$ cat config.mk
export PLATFORM = sky130hd
export DESIGN_NAME = card_shoe_flat
export DESIGN_NICKNAME = d
export VERILOG_FILES = /design/src/rtl/card_shoe_pkg.sv /design/src/rtl/card_shoe_if.sv /design/src/rtl/card_shoe_rank_ptr_counter.sv /design/src/rtl/card_shoe.sv /design/src/flat_wrapper.sv
export SDC_FILE = /design/constraint.sdc
export NUM_CORES = 1
export LEC_CHECK = 0
export ABC_AREA = 1
export BUFFER_PORTS_ARGS = -buffer_cell sky130_fd_sc_hd__buf_4
export CAP_MARGIN = 0
export CORE_MARGIN = 8
export CORE_UTILIZATION = 46
export DETAILED_ROUTE_END_ITERATION = 8
export PLACE_DENSITY = 0.6
export REMOVE_ABC_BUFFERS = 1
export SLEW_MARGIN = 15
export SYNTH_ARGS = -nofsm -noshare
export SYNTH_HDL_FRONTEND = slang
export SYNTH_SLANG_ARGS = --single-unit
$ cat constraint.sdc
create_clock -name CLOCK_50 -period 2.35 [get_ports CLOCK_50]
set_input_delay 0 -clock CLOCK_50 [delete_from_list [all_inputs] [get_ports CLOCK_50]]
set_output_delay 0 -clock CLOCK_50 [all_outputs]
set_load 0.005 [all_outputs]
$ cat src/rtl/card_shoe_pkg.sv
// Shared types and constants for the finite-deck card shoe.
// Latency: none (declarations only).
// Backpressure: none (declarations only).
package card_pkg;

    typedef logic [3:0] card_t;

    localparam card_t CARD_NONE = 4'd0;
    localparam card_t CARD_ACE  = 4'd1;
    localparam card_t CARD_KING = 4'd13;

    localparam int DECK_SIZE = 52;

    typedef enum logic {
        IDLE   = 1'b0,
        SEARCH = 1'b1
    } state_t;

endpackage

$ cat src/rtl/card_shoe_if.sv
// Request/response bundle between the baccarat datapath and the card shoe.
// Latency: none (wiring only).
// Backpressure: none; the datapath must wait for card_valid before the next req.
interface card_shoe_if;
    import card_pkg::*;

    logic       req;
    logic       shuffle;
    card_t      new_card;
    logic       card_valid;
    logic       busy;
    logic       empty;
    logic [5:0] cards_left;

    // Datapath side: issues requests and refills, observes the dealt card.
    modport master (
        output req,
        output shuffle,
        input  new_card,
        input  card_valid,
        input  busy,
        input  empty,
        input  cards_left
    );

    // Shoe side: accepts requests and reports the dealt card and shoe status.
    modport slave (
        input  req,
        input  shuffle,
        output new_card,
        output card_valid,
        output busy,
        output empty,
        output cards_left
    );

endinterface

$ cat src/rtl/card_shoe_rank_ptr_counter.sv
// Free-running rank pointer cycling CARD_ACE..LAST, advancing every clock.
// Latency: new value every cycle; resets to CARD_ACE asynchronously.
// Backpressure: none; it never stalls.
module rank_ptr_counter
    import card_pkg::*;
#(
    parameter card_t LAST = CARD_KING
) (
    input  logic  CLOCK_50,
    input  logic  resetb,
    output card_t rank_ptr
);

    // Advance one rank per cycle, wrapping the last rank back to the Ace.
    always_ff @(posedge CLOCK_50 or negedge resetb) begin
        if (!resetb) begin
            rank_ptr <= CARD_ACE;
        end else if (rank_ptr == LAST) begin
            rank_ptr <= CARD_ACE;
        end else begin
            rank_ptr <= rank_ptr + 4'd1;
        end
    end

endmodule

$ cat src/rtl/card_shoe.sv
// 52-card shoe dealing ranks without replacement; randomness from a free-running rank pointer.
// Latency: 2..14 edges from sampled req to card_valid (1 + skipped exhausted ranks + 1).
// Backpressure: req ignored while busy or empty; shuffle only honoured in IDLE, and wins over req.
module card_shoe
    import card_pkg::*;
#(
    parameter int COPIES = 4,
    parameter int NRANKS = 13
) (
    input  logic         CLOCK_50,
    input  logic         resetb,
    card_shoe_if.slave   bus
);

    localparam int DECK = COPIES * NRANKS;

    state_t     state_q, state_d;
    card_t      probe_q, probe_d;
    card_t      rank_ptr;
    logic [2:0] count_q [1:NRANKS];
    logic [2:0] probe_cnt;
    logic [5:0] cards_left_q;
    card_t      new_card_q;
    logic       card_valid_q;
    logic       deal;
    logic       refill;
    logic       empty;

    rank_ptr_counter #(
        .LAST (card_t'(NRANKS))
    ) u_rank_ptr (
        .CLOCK_50 (CLOCK_50),
        .resetb   (resetb),
        .rank_ptr (rank_ptr)
    );

    assign empty = (cards_left_q == 6'd0);

    // Look up how many copies of the currently probed rank are still in the shoe.
    always_comb begin
        probe_cnt = 3'd0;
        for (int r = 1; r <= NRANKS; r++) begin
            if (probe_q == card_t'(r)) begin
                probe_cnt = count_q[r];
            end
        end
    end

    // FSM state and probe registers.
    always_ff @(posedge CLOCK_50 or negedge resetb) begin
        if (!resetb) begin
            state_q <= IDLE;
            probe_q <= CARD_NONE;
        end else begin
            state_q <= state_d;
            probe_q <= probe_d;
        end
    end

    // Next-state logic: start a search from the pointer, then walk ranks until one has copies left.
    always_comb begin
        state_d = state_q;
        probe_d = probe_q;
        deal    = 1'b0;
        refill  = 1'b0;
        case (state_q)
            IDLE: begin
                if (bus.shuffle) begin
                    refill = 1'b1;
                end else if (bus.req && !empty) begin
                    probe_d = rank_ptr;
                    state_d = SEARCH;
                end
            end
            SEARCH: begin
                if (probe_cnt != 3'd0) begin
                    deal    = 1'b1;
                    state_d = IDLE;
                end else if (probe_q == card_t'(NRANKS)) begin
                    probe_d = CARD_ACE;
                end else begin
                    probe_d = probe_q + 4'd1;
                end
            end
            default: begin
                state_d = IDLE;
            end
        endcase
    end

    // Per-rank remaining copies: refill on shuffle, take one on a deal.
    always_ff @(posedge CLOCK_50 or negedge resetb) begin
        if (!resetb) begin
            for (int r = 1; r <= NRANKS; r++) begin
                count_q[r] <= 3'(COPIES);
            end
        end else begin
            for (int r = 1; r <= NRANKS; r++) begin
                if (refill) begin
                    count_q[r] <= 3'(COPIES);
                end else if (deal && probe_q == card_t'(r)) begin
                    count_q[r] <= count_q[r] - 3'd1;
                end
            end
        end
    end

    // Output registers: the dealt card persists between deals and survives a shuffle.
    always_ff @(posedge CLOCK_50 or negedge resetb) begin
        if (!resetb) begin
            cards_left_q <= 6'(DECK);
            new_card_q   <= CARD_NONE;
            card_valid_q <= 1'b0;
        end else begin
            card_valid_q <= deal;
            if (refill) begin
                cards_left_q <= 6'(DECK);
            end else if (deal) begin
                cards_left_q <= cards_left_q - 6'd1;
                new_card_q   <= probe_q;
            end
        end
    end

    assign bus.new_card   = new_card_q;
    assign bus.card_valid = card_valid_q;
    assign bus.busy       = (state_q == SEARCH);
    assign bus.empty      = empty;
    assign bus.cards_left = cards_left_q;

endmodule

$ cat src/flat_wrapper.sv
// flat-port wrapper written by rule: the top's interface ports become plain ports
module card_shoe_flat import card_pkg::*;
#(
    parameter int COPIES = 4,
    parameter int NRANKS = 13
)
  (CLOCK_50, resetb, bus_req, bus_shuffle, bus_new_card, bus_card_valid, bus_busy, bus_empty, bus_cards_left);
  card_shoe_if bus_i ();
  input  logic CLOCK_50;
  input  logic resetb;
  input wire logic [$bits(bus_i.req)-1:0] bus_req;
  input wire logic [$bits(bus_i.shuffle)-1:0] bus_shuffle;
  output wire logic [$bits(bus_i.new_card)-1:0] bus_new_card;
  output wire logic [$bits(bus_i.card_valid)-1:0] bus_card_valid;
  output wire logic [$bits(bus_i.busy)-1:0] bus_busy;
  output wire logic [$bits(bus_i.empty)-1:0] bus_empty;
  output wire logic [$bits(bus_i.cards_left)-1:0] bus_cards_left;
  assign bus_i.req = bus_req;
  assign bus_i.shuffle = bus_shuffle;
  assign bus_new_card = bus_i.new_card;
  assign bus_card_valid = bus_i.card_valid;
  assign bus_busy = bus_i.busy;
  assign bus_empty = bus_i.empty;
  assign bus_cards_left = bus_i.cards_left;
  card_shoe #(.COPIES(COPIES), .NRANKS(NRANKS)) u_core (.CLOCK_50(CLOCK_50), .resetb(resetb), .bus(bus_i));
endmodule
# Word level (Yosys, flattened, before mapping)

Cells that the tools add are included.

Logic and storage cells: 142
Output and inout port bits: 13
Input port bits: 4
Register bits after elaboration: 59

Add/sub/neg operators: 16
Eq/ne operators: 17
Reduce and logical (&&, ||, !) cells: 33
Bitwise logic cells: 2
Muxes and demuxes: 55

Operators by type and width:

| operator                                               | number |
|---|---|
| 2-to-1 mux 3 bit                                       | 39 |
| subtractor 3 x 1 -> 3 bit (second input constant)      | 13 |
| == test 4 bit (second input constant)                  | 7 |
| nonzero test 2 bit                                     | 14 |
| 2-to-1 mux 4 bit                                       | 5 |
| == test 4 x 3 -> 1 bit (second input constant)         | 4 |
| logical AND 1 bit                                      | 14 |
| 2-to-1 mux 6 bit                                       | 2 |
| adder 4 x 1 -> 4 bit (second input constant)           | 2 |
| == test 4 x 2 -> 1 bit (second input constant)         | 2 |
| one-hot mux 4 bit (2 select lines)                     | 1 |
| 2-to-1 mux 1 bit                                       | 7 |
| logical NOT 6 bit                                      | 1 |
| subtractor 6 x 1 -> 6 bit (second input constant)      | 1 |
| == test 4 x 1 -> 1 bit (second input constant)         | 1 |
| inequality test 2 bit (second input constant)          | 2 |
| AND reduction 3 bit                                    | 1 |
| nonzero test 3 bit                                     | 1 |
| inequality test 2 x 1 -> 1 bit (second input constant) | 1 |
| inverter 1 bit                                         | 2 |
| one-hot mux 1 bit (2 select lines)                     | 1 |
| AND reduction 2 bit                                    | 1 |
| logical NOT 1 bit                                      | 1 |

# Logic depth before layout (Yosys ltp)

Gate-level depths: netlist (run 1).

Depth after elaboration: 20
Mapped depth: 18
Depth with buffers taken out: 16

# Cells and area by module

A second synthesis (run 1) with hierarchy kept.

Cells, all modules: 488
Area, all modules: 3570.9 um^2

Modules (own cells, without submodules):

| module           | cells an instance | times used | area each (um^2) |
|---|---|---|---|
| card_shoe        | 467               | 1          | 3399.5 |
| rank_ptr_counter | 21                | 1          | 171.4 |

# Least setup slack after synthesis (run 1)

Ideal clock, no wire load.

Path kind: reg-to-reg
From: register u_core.probe_q[3]
To: register u_core.count_q[9] (netlist name)
Library setup time: 117 ps
Slack: 463 ps
Clock period less this slack: 1887 ps
Data arrival time: 1770 ps
Stages on the path, launching flop included: 17
Path through: dfrtp_1 > buf_2 > nor2_2 > inv_2 > nor2_2 > nand2_1 > nand4_1 > nor2_1 > nand2_1 > nand2_1 > nand2_1 > nand2_2 > nand2_4 > buf_12 > nand3_4 > nand3_1 > nand2_1

Longest elaborated chain between the ends: 19
Elaborated cells between the ends (all ways): 31

RTL lines:

| what                                    | RTL line         | RTL |
|---|---|---|
| start: declaration                      | card_shoe.sv:18  | `card_t probe_q, probe_d;` |
| start signal: assignment                | card_shoe.sv:56  | `probe_q <= probe_d;` |
| == test 4 x 1 -> 1 bit                  | card_shoe.sv:43  | `if (probe_q == card_t'(r)) begin` |
| 2-to-1 mux 3 bit (13 in series)         | card_shoe.sv:43  |  |
| nonzero test 3 bit                      | card_shoe.sv:76  | `if (probe_cnt != 3'd0) begin` |
| 2-to-1 mux 1 bit                        | card_shoe.sv:76  |  |
| 2-to-1 mux 1 bit                        | card_shoe.sv:66  | `case (state_q)` |
| logical AND 1 bit (*)                   | card_shoe.sv:101 | `end else if (deal && probe_q == card_t'(r)) begin` |
| nonzero test 2 bit (no source line) (*) | -                |  |
| end signal: indexed assignment          | card_shoe.sv:95  | `count_q[r] <= 3'(COPIES);` |
| end signal: indexed assignment          | card_shoe.sv:100 | `count_q[r] <= 3'(COPIES);` |
| end signal: indexed assignment          | card_shoe.sv:102 | `count_q[r] <= count_q[r] - 3'd1;` |
| end: declaration                        | card_shoe.sv:20  | `logic [2:0] count_q [1:NRANKS];` |

Mark *: on every way between the ends. The rest lies on a longest branch, timed or not.
A chain may end at the register's enable or synchronous reset.

# Worst setup path in the final report (run 1)

From: register u_core.probe_q[1]
To: register u_core.new_card_q[0], in the netlist u_core.bus.new_card[0]

Longest elaborated chain between the ends: 18
Elaborated cells between the ends (all ways): 30

RTL lines:

| what                                     | RTL line         | RTL |
|---|---|---|
| == test 4 x 1 -> 1 bit                   | card_shoe.sv:43  |  |
| 2-to-1 mux 3 bit (12 in series)          | card_shoe.sv:43  |  |
| 2-to-1 mux 3 bit (*)                     | card_shoe.sv:43  |  |
| nonzero test 3 bit (*)                   | card_shoe.sv:76  |  |
| 2-to-1 mux 1 bit (*)                     | card_shoe.sv:76  |  |
| 2-to-1 mux 1 bit (*)                     | card_shoe.sv:66  |  |
| AND reduction 2 bit (no source line) (*) | -                |  |
| end signal: assignment                   | card_shoe.sv:120 | `new_card_q <= probe_q;` |
| end: declaration                         | card_shoe.sv:23  | `card_t new_card_q;` |

Marks and branches as above.

==> results of run 1 <==
==> cell usage in the layout (no fill, tap or decap), drive strengths merged <==
cell type    Yosys  layout
a211oi           1       1
a21boi           1       1
a21oi            5       5
a22oi            1       1
a32oi            1       1
a41oi            1       1
buf              8      34
bufinv           0       2
clkbuf           6      10
clkinv           0       4
dfrtp           42      42
dfstp           17      17
dlygate4sd3      0       1
ha              15      15
inv             80      80
nand2          132     132
nand3           98      98
nand4            5       5
nor2            46      46
nor3             1       1
o21ai           20      20
o22ai            1       1
or2             13      13
xnor2            1       1
xor2             2       2
==> worst max path at each step <==
stage	slack, ns	from	to
2_1_floorplan	0.13	u_core.probe_q[0]	u_core.probe_q[0]
3_3_place_gp	0.09	u_core.probe_q[0]	u_core.count_q[3]
3_5_place_dp	0.08	u_core.probe_q[1]	u_core.count_q[24]
4_1_cts	0.05	u_core.probe_q[1]	u_core.count_q[26]
5_1_grt	-0.01	u_core.probe_q[0]	u_core.count_q[36]
6_report	0.21	u_core.probe_q[1]	u_core.bus.new_card[0]
==> cell families (layout without fill, tap and decap cells) <==
logic type / after synthesis / after routing / synth area share, %
AND/OR/NAND/NOR: 295 / 295 / 39.3
buffers and inverters: 94 / 131 / 10.5
XOR/XNOR: 3 / 3 / 0.701
AO/OA/AOI/OAI: 31 / 31 / 4.57
flip-flops: 59 / 59 / 39.9
adder cells (fa/ha/maj): 15 / 15 / 5.00
==> what timing repair did <==
item                                    in CTS  in global routing
hold endpoints to repair                    42                  0
hold buffers                                 1                  0
endpoints found under the setup margin       0                 49
gates resized for setup                      0                 26
buffers inserted                             0                  5
==> routing by layer <==
layer	share of wire (%)	vias up
li1	-	1647
met1	49	1503
met2	46	46
met3	4.1	8
met4	0.85	0
met5	0	-
==> worst max-delay path, cell delays in order, from the launching register on <==
cell and delay, ns:
dfrtp_2 0.47, buf_12 0.15, nor2_4 0.15, inv_4 0.08, nor2_8 0.13, nand2_1 0.08
nand4_1 0.10, nor2_1 0.05, nand2_1 0.08, nand2_1 0.05, nand2_1 0.07, nand2_2 0.09
nand2_8 0.12, nand2_8 0.09, buf_4 0.17, nand2_1 0.05, o21ai_1 0.06
==> state kept, by name (all words and copies together) (netlist names) <==
signal,count
u_core.count_q,39
u_core.bus.cards_left,6
u_core.bus.new_card,4
u_core.probe_q,4
u_core.u_rank_ptr.rank_ptr,4
u_core.bus.busy,1
u_core.bus.card_valid,1
==> power groups by stage <==
stage / sequential (W) / combinational (W) / clock [W]
final: 0.00193 / 0.00367 / 0.00101
after global routing: 0.00199 / 0.00416 / 0.00109
after CTS: 0.00191 / 0.00338 / 0.00104
after detailed placement: 0.00193 / 0.00335 / 0
after global placement: 0.00192 / 0.00332 / 0
after floorplan: 0.00183 / 0.00243 / 0
==> metrics by stage <==
stage / std cells / util, % / cell area (um2) / hold WS (ns) / setup slack [ns]
6_report: 639 / 54.2 / 4360 / 0.0845 / 0.214
5_1_grt: 639 / 54.2 / 4360 / 0.102 / -0.0119
4_1_cts: 634 / 52.5 / 4230 / 0.0744 / 0.0525
3_5_place_dp: 617 / 49.8 / 4010 / 0.135 / 0.0776
3_3_place_gp: 617 / 49.8 / 4010 / 0.137 / 0.0919
2_1_floorplan: 483 / - / 3660 / -0.296 / 0.125
==> final cells by class <==
class | count | area share [%]
multi-input cells | 344 | 44.0
clock buffers | 10 | 2.93
clock inverters | 6 | 1.84
flip-flops and latches | 59 | 34.5
well taps | 105 | 3.01
repair buffers | 35 | 6.63
inverters | 80 | 7.11
==> cell usage after synthesis (all sizes together) <==
| cell | n |
|---|---|
| nor2 | 46 |
| a21boi | 1 |
| nand2 | 132 |
| clkbuf | 6 |
| a211oi | 1 |
| inv | 80 |
| nand4 | 5 |
| a32oi | 1 |
| ha | 15 |
| xnor2 | 1 |
| o22ai | 1 |
| nor3 | 1 |
| o21ai | 20 |
| nand3 | 98 |
| a22oi | 1 |
| a21oi | 5 |
| dfstp | 17 |
| dfrtp | 42 |
| xor2 | 2 |
| buf | 8 |
| a41oi | 1 |
| or2 | 13 |
==> impl_metrics.yaml, run 1 <==
cells_and_area:
  drive_gt1_share_pct: 23.2
  diodes: 0
  seq_area_mm2: 0.00150
  multi_input_area_mm2: 0.00192
  final_nets: 548
  syn_to_final_growth_pct: 16.3
  n_fill_cell: 752
timing:
  drv_slew: 0
  min_period_ns: 2.14
  setup_violations: 0
  finalClockSkew_ns: 0.0128
  tightestPinTransition_ns: 0.782
  fmax_mhz: 468
  setup_tns_ns: 0
  period_share_pct: 90.9
  final-hold-violation-count: 0
  slew_headroom_pct: 47.9
yosys:
  synth_top_cell_area_share_pct: 28.0
  ys.warnings.count: 0
  netlist-cell-type-count: 35
  synth_top_area_cell: "dfrtp_1"
  synth_area_mm2: 0.00375
  synth_area_leaders: "dfrtp_1, nand2_1, dfstp_2"
  syn_area_per_cell_um2: 7.55
  synth-seq-area-share_pct: 39.9
  syn_inst: 497
  synth_seq_cells: 59
critical_path:
  r2r_cells: 16
  rr_startpoint: "u_core.probe_q[1]"
  worst_setup_path_end_kind: "register"
  critPathRequiredTime_ns: 2.57
  r2r-end: "u_core.bus.new_card[0]"
  cp.arrival_ns: 2.36
  critical_path_class: "reg2reg"
  r2r_setup_slack_ns: 0.21
  cp-start-kind: "register"
  path_max_fanout: 10
power_and_ir_drop:
  powerDensity_mw_per_mm2: 1520
  power_leakage_nw: 2.21
  p_sw_w: 0.00304
  switching_share_pct: 46.0
  clock_power_share_pct: 15.3
  intPower_w: 0.00357
  power_w: 0.00661
  seqPwrFrac_pct: 29.2
  pwr-share-comb_pct: 55.5
  ir_drop_uv: 558
floorplan:
  num_rows: 33
  ios: 17
  initial_utilization_pct: 46.6
  core_area_mm2: 0.00805
  die_w_um: 106
  die_h_um: 106
  dieArea_mm2: 0.0113
routing:
  drtAntennaViolNets: 0
  dr.pass1.iters: 4
  vias: 3204
  viasPerCell: 5.01
  wirelength_um: 8370
  wl_per_cell_um: 13.1
  dr.first_iter.drc_count: 195
  drc_errors: 0
clock_network:
  clk_path_buf_depth: 2
  htreeDepth: 3
  clk_pin_slew_ns: 0.07
  cts.sinks: 59
  cts_buffers: 9
  clock-root-buffer: "clkbuf_8"
  clock_latency_ns: 0.35
  cts_tree: "built"
min_path:
  hold_end: "u_core.bus.busy"
  hp-start: "bus_req"
  hold_class: "in2reg"
  holdPathStages: 5
grt:
  grt-ovfl-total: 0
  grt_pass1_vias: 2907
  grt_antenna_before_repair: 0
  grt_pass1_wl_um: 14200
  busiest_layer: "met2"
  grt_util_met1_pct: 20.4
  grtUsageMet3_pct: 3.81
  track_usage_pct: 15.5
  grt_start_max_net_pins: 60
  use_met2_pct: 24.3
placed_design:
  hpwl_um: 5830
  place_congestion: 0.849
  io_buffers: 16
run:
  cap_violations: 0
status:
  status: "finished clean"
(Power assumes the default switching activity.)
==> inputs of run 2 (changes only) <==
--- a/config.mk
+++ b/config.mk
@@ -9,11 +9,11 @@
 export BUFFER_PORTS_ARGS = -buffer_cell sky130_fd_sc_hd__buf_4
 export CAP_MARGIN = 0
 export CORE_MARGIN = 8
-export CORE_UTILIZATION = 46
+export CORE_UTILIZATION = 36
 export DETAILED_ROUTE_END_ITERATION = 8
-export PLACE_DENSITY = 0.6
+export PLACE_DENSITY = 0.48
 export REMOVE_ABC_BUFFERS = 1
-export SLEW_MARGIN = 15
+export SLEW_MARGIN = 5
 export SYNTH_ARGS = -nofsm -noshare
 export SYNTH_HDL_FRONTEND = slang
 export SYNTH_SLANG_ARGS = --single-unit
==> impl_metrics.yaml, run 2 (synthesis results as in run 1) <==
status:
  status: "finished clean"
timing:
  setup_tns_ns: 0
  rsz0062_at_grt: "false"
  setup_violations: 0
  final-hold-violation-count: 0
  setup_ws_ns: 0.207
  min_period_ns: 2.14
  drv_slew: 0
  slew_headroom_pct: 47.8
  finalClockSkew_ns: 0.00905
  period_share_pct: 91.2
  fmax_mhz: 467
  tightestPinTransition_ns: 0.783
cells_and_area:
  design_area_mm2: 0.00431
  final_util_pct: 42.1
  syn_to_final_growth_pct: 14.8
  largest_register_ff_count: 39
  final_cell_mix: "nand2_1, nand3_1, inv_1"
  layout_commonest_cell: "nand2_1"
  final_nets: 544
  drive_gt1_share_pct: 20.9
  max_flop_register: "u_core.count_q"
  layout.cells.non_filler: 666
  diodes: 0
grt:
  track_usage_pct: 13.5
  grt_pass1_wl_um: 15300
  grt-ovfl-total: 0
  grt_start_max_net_pins: 60
  grt_pass1_vias: 3117
  grt_antenna_before_repair: 0
clock_network:
  clock-root-buffer: "clkbuf_8"
  htreeDepth: 3
  cts_tree: "built"
  clock_latency_ns: 0.35
  cts_buffers: 9
  cts.sinks: 59
  clk_path_buf_depth: 2
  clk_pin_slew_ns: 0.07
placed_design:
  place_congestion: 0.830
  io_buffers: 16
  hpwl_um: 6290
  placedInstanceArea_mm2: 0.00408
  dp_slack_ns: 0.111
  numPlacedInstances: 648
floorplan:
  die_h_um: 118
  ios: 17
  initial_utilization_pct: 36.7
  die_w_um: 118
  dieArea_mm2: 0.0139
  core_area_mm2: 0.0102
  num_rows: 37
critical_path:
  path_max_fanout: 9
  critical_path_class: "reg2reg"
  crit_chain: "inv_2, nor2_4, inv_2, nor2_4, nand2_1, nand4_1, nor2_1, nand2_1, nand2_1, nand2_1, nand2_2, nand2_4, nand2_4, buf_4, nand2_1, o21ai_1"
  r2r_cells: 16
  cp-start-kind: "register"
  slowest_delay_ns: 0.49
  worstSetupPathDepth: 16
  slowest_stage: "dfrtp_2"
  worst_setup_path_end_kind: "register"
  r2r_setup_slack_ns: 0.21
  path_buf_inv: 3
  path_delay_family: "simple AND/OR/NAND/NOR gates"
  cp.arrival_ns: 2.37
  crit_top_cell: "nand2_1"
  critPathRequiredTime_ns: 2.58
routing:
  wl_per_cell_um: 13.3
  dr.first_iter.drc_count: 256
  drc_errors: 0
  viasPerCell: 4.74
  vias: 3159
  wirelength_um: 8830
  dr.pass1.iters: 4
  drtAntennaViolNets: 0
min_path:
  holdPathStages: 5
  hold_class: "in2reg"
power_and_ir_drop:
  power_leakage_nw: 2.18
  ir_drop_uv: 673
  powerDensity_mw_per_mm2: 1480
run:
  cap_violations: 0
run 2: routing by layer:
layer | vias up | part of all wire (%) | track usage [%] | wire, um
li1 | 1629 | - | - | -
met5 | - | 0 | 0 | 0
met4 | 0 | 1.6 | 4.64 | 138
met3 | 11 | 3.6 | 3.41 | 318
met2 | 36 | 45 | 21.2 | 3940
met1 | 1483 | 50 | 17.6 | 4430
run 2: repair_timing:
action                                  in CTS  in global routing
endpoints found under the setup margin       0                 48
hold endpoints to repair                    42                  0
buffers inserted                             0                  1
hold buffers                                 1                  0
gates resized for setup                      0                 12
run 2: final timing paths:
kind,startpoint,end
worst max-delay path,u_core.probe_q[1],u_core.bus.new_card[0]
worst max register to register,u_core.probe_q[1],u_core.bus.new_card[0]
min in group asynchronous,resetb,u_core.bus.cards_left[1]
worst min-delay path,bus_req,u_core.bus.busy
worst min register to register,u_core.count_q[11],u_core.count_q[11]
max in group asynchronous,resetb,u_core.probe_q[1]
run 2: per-stage QoR:
stage | hold slack, ns | total power, W
final | 0.0866 | 0.00638
after global routing | 0.120 | 0.00703
after CTS | 0.0784 | 0.00636
after detailed placement | 0.144 | 0.00548
after global placement | 0.152 | 0.00546
after floorplan | -0.296 | 0.00426
run 2: tightest hold or removal path: stages:
cell,delay [ns]
buf_4,0.08
nand3_1,0.07
nand2_1,0.07
nand2_2,0.11
inv_1,0.07
run 2: report_power, final:
group / switching, W / leakage, nW / internal (W)
Combinational: 0.00222 / 1.37 / 0.00141
Sequential: 0.000379 / 0.716 / 0.00153
Clock: 0.000406 / 0.0905 / 0.000438
run 2: area by class of cell:
class / count / area, um2
well taps: 136 / 170
repair buffers: 31 / 280
flip-flops and latches: 59 / 1500
inverters: 80 / 305
clock buffers: 14 / 163
multi-input cells: 344 / 1880
fillers: 1056 / 5920
clock inverters: 2 / 10.0
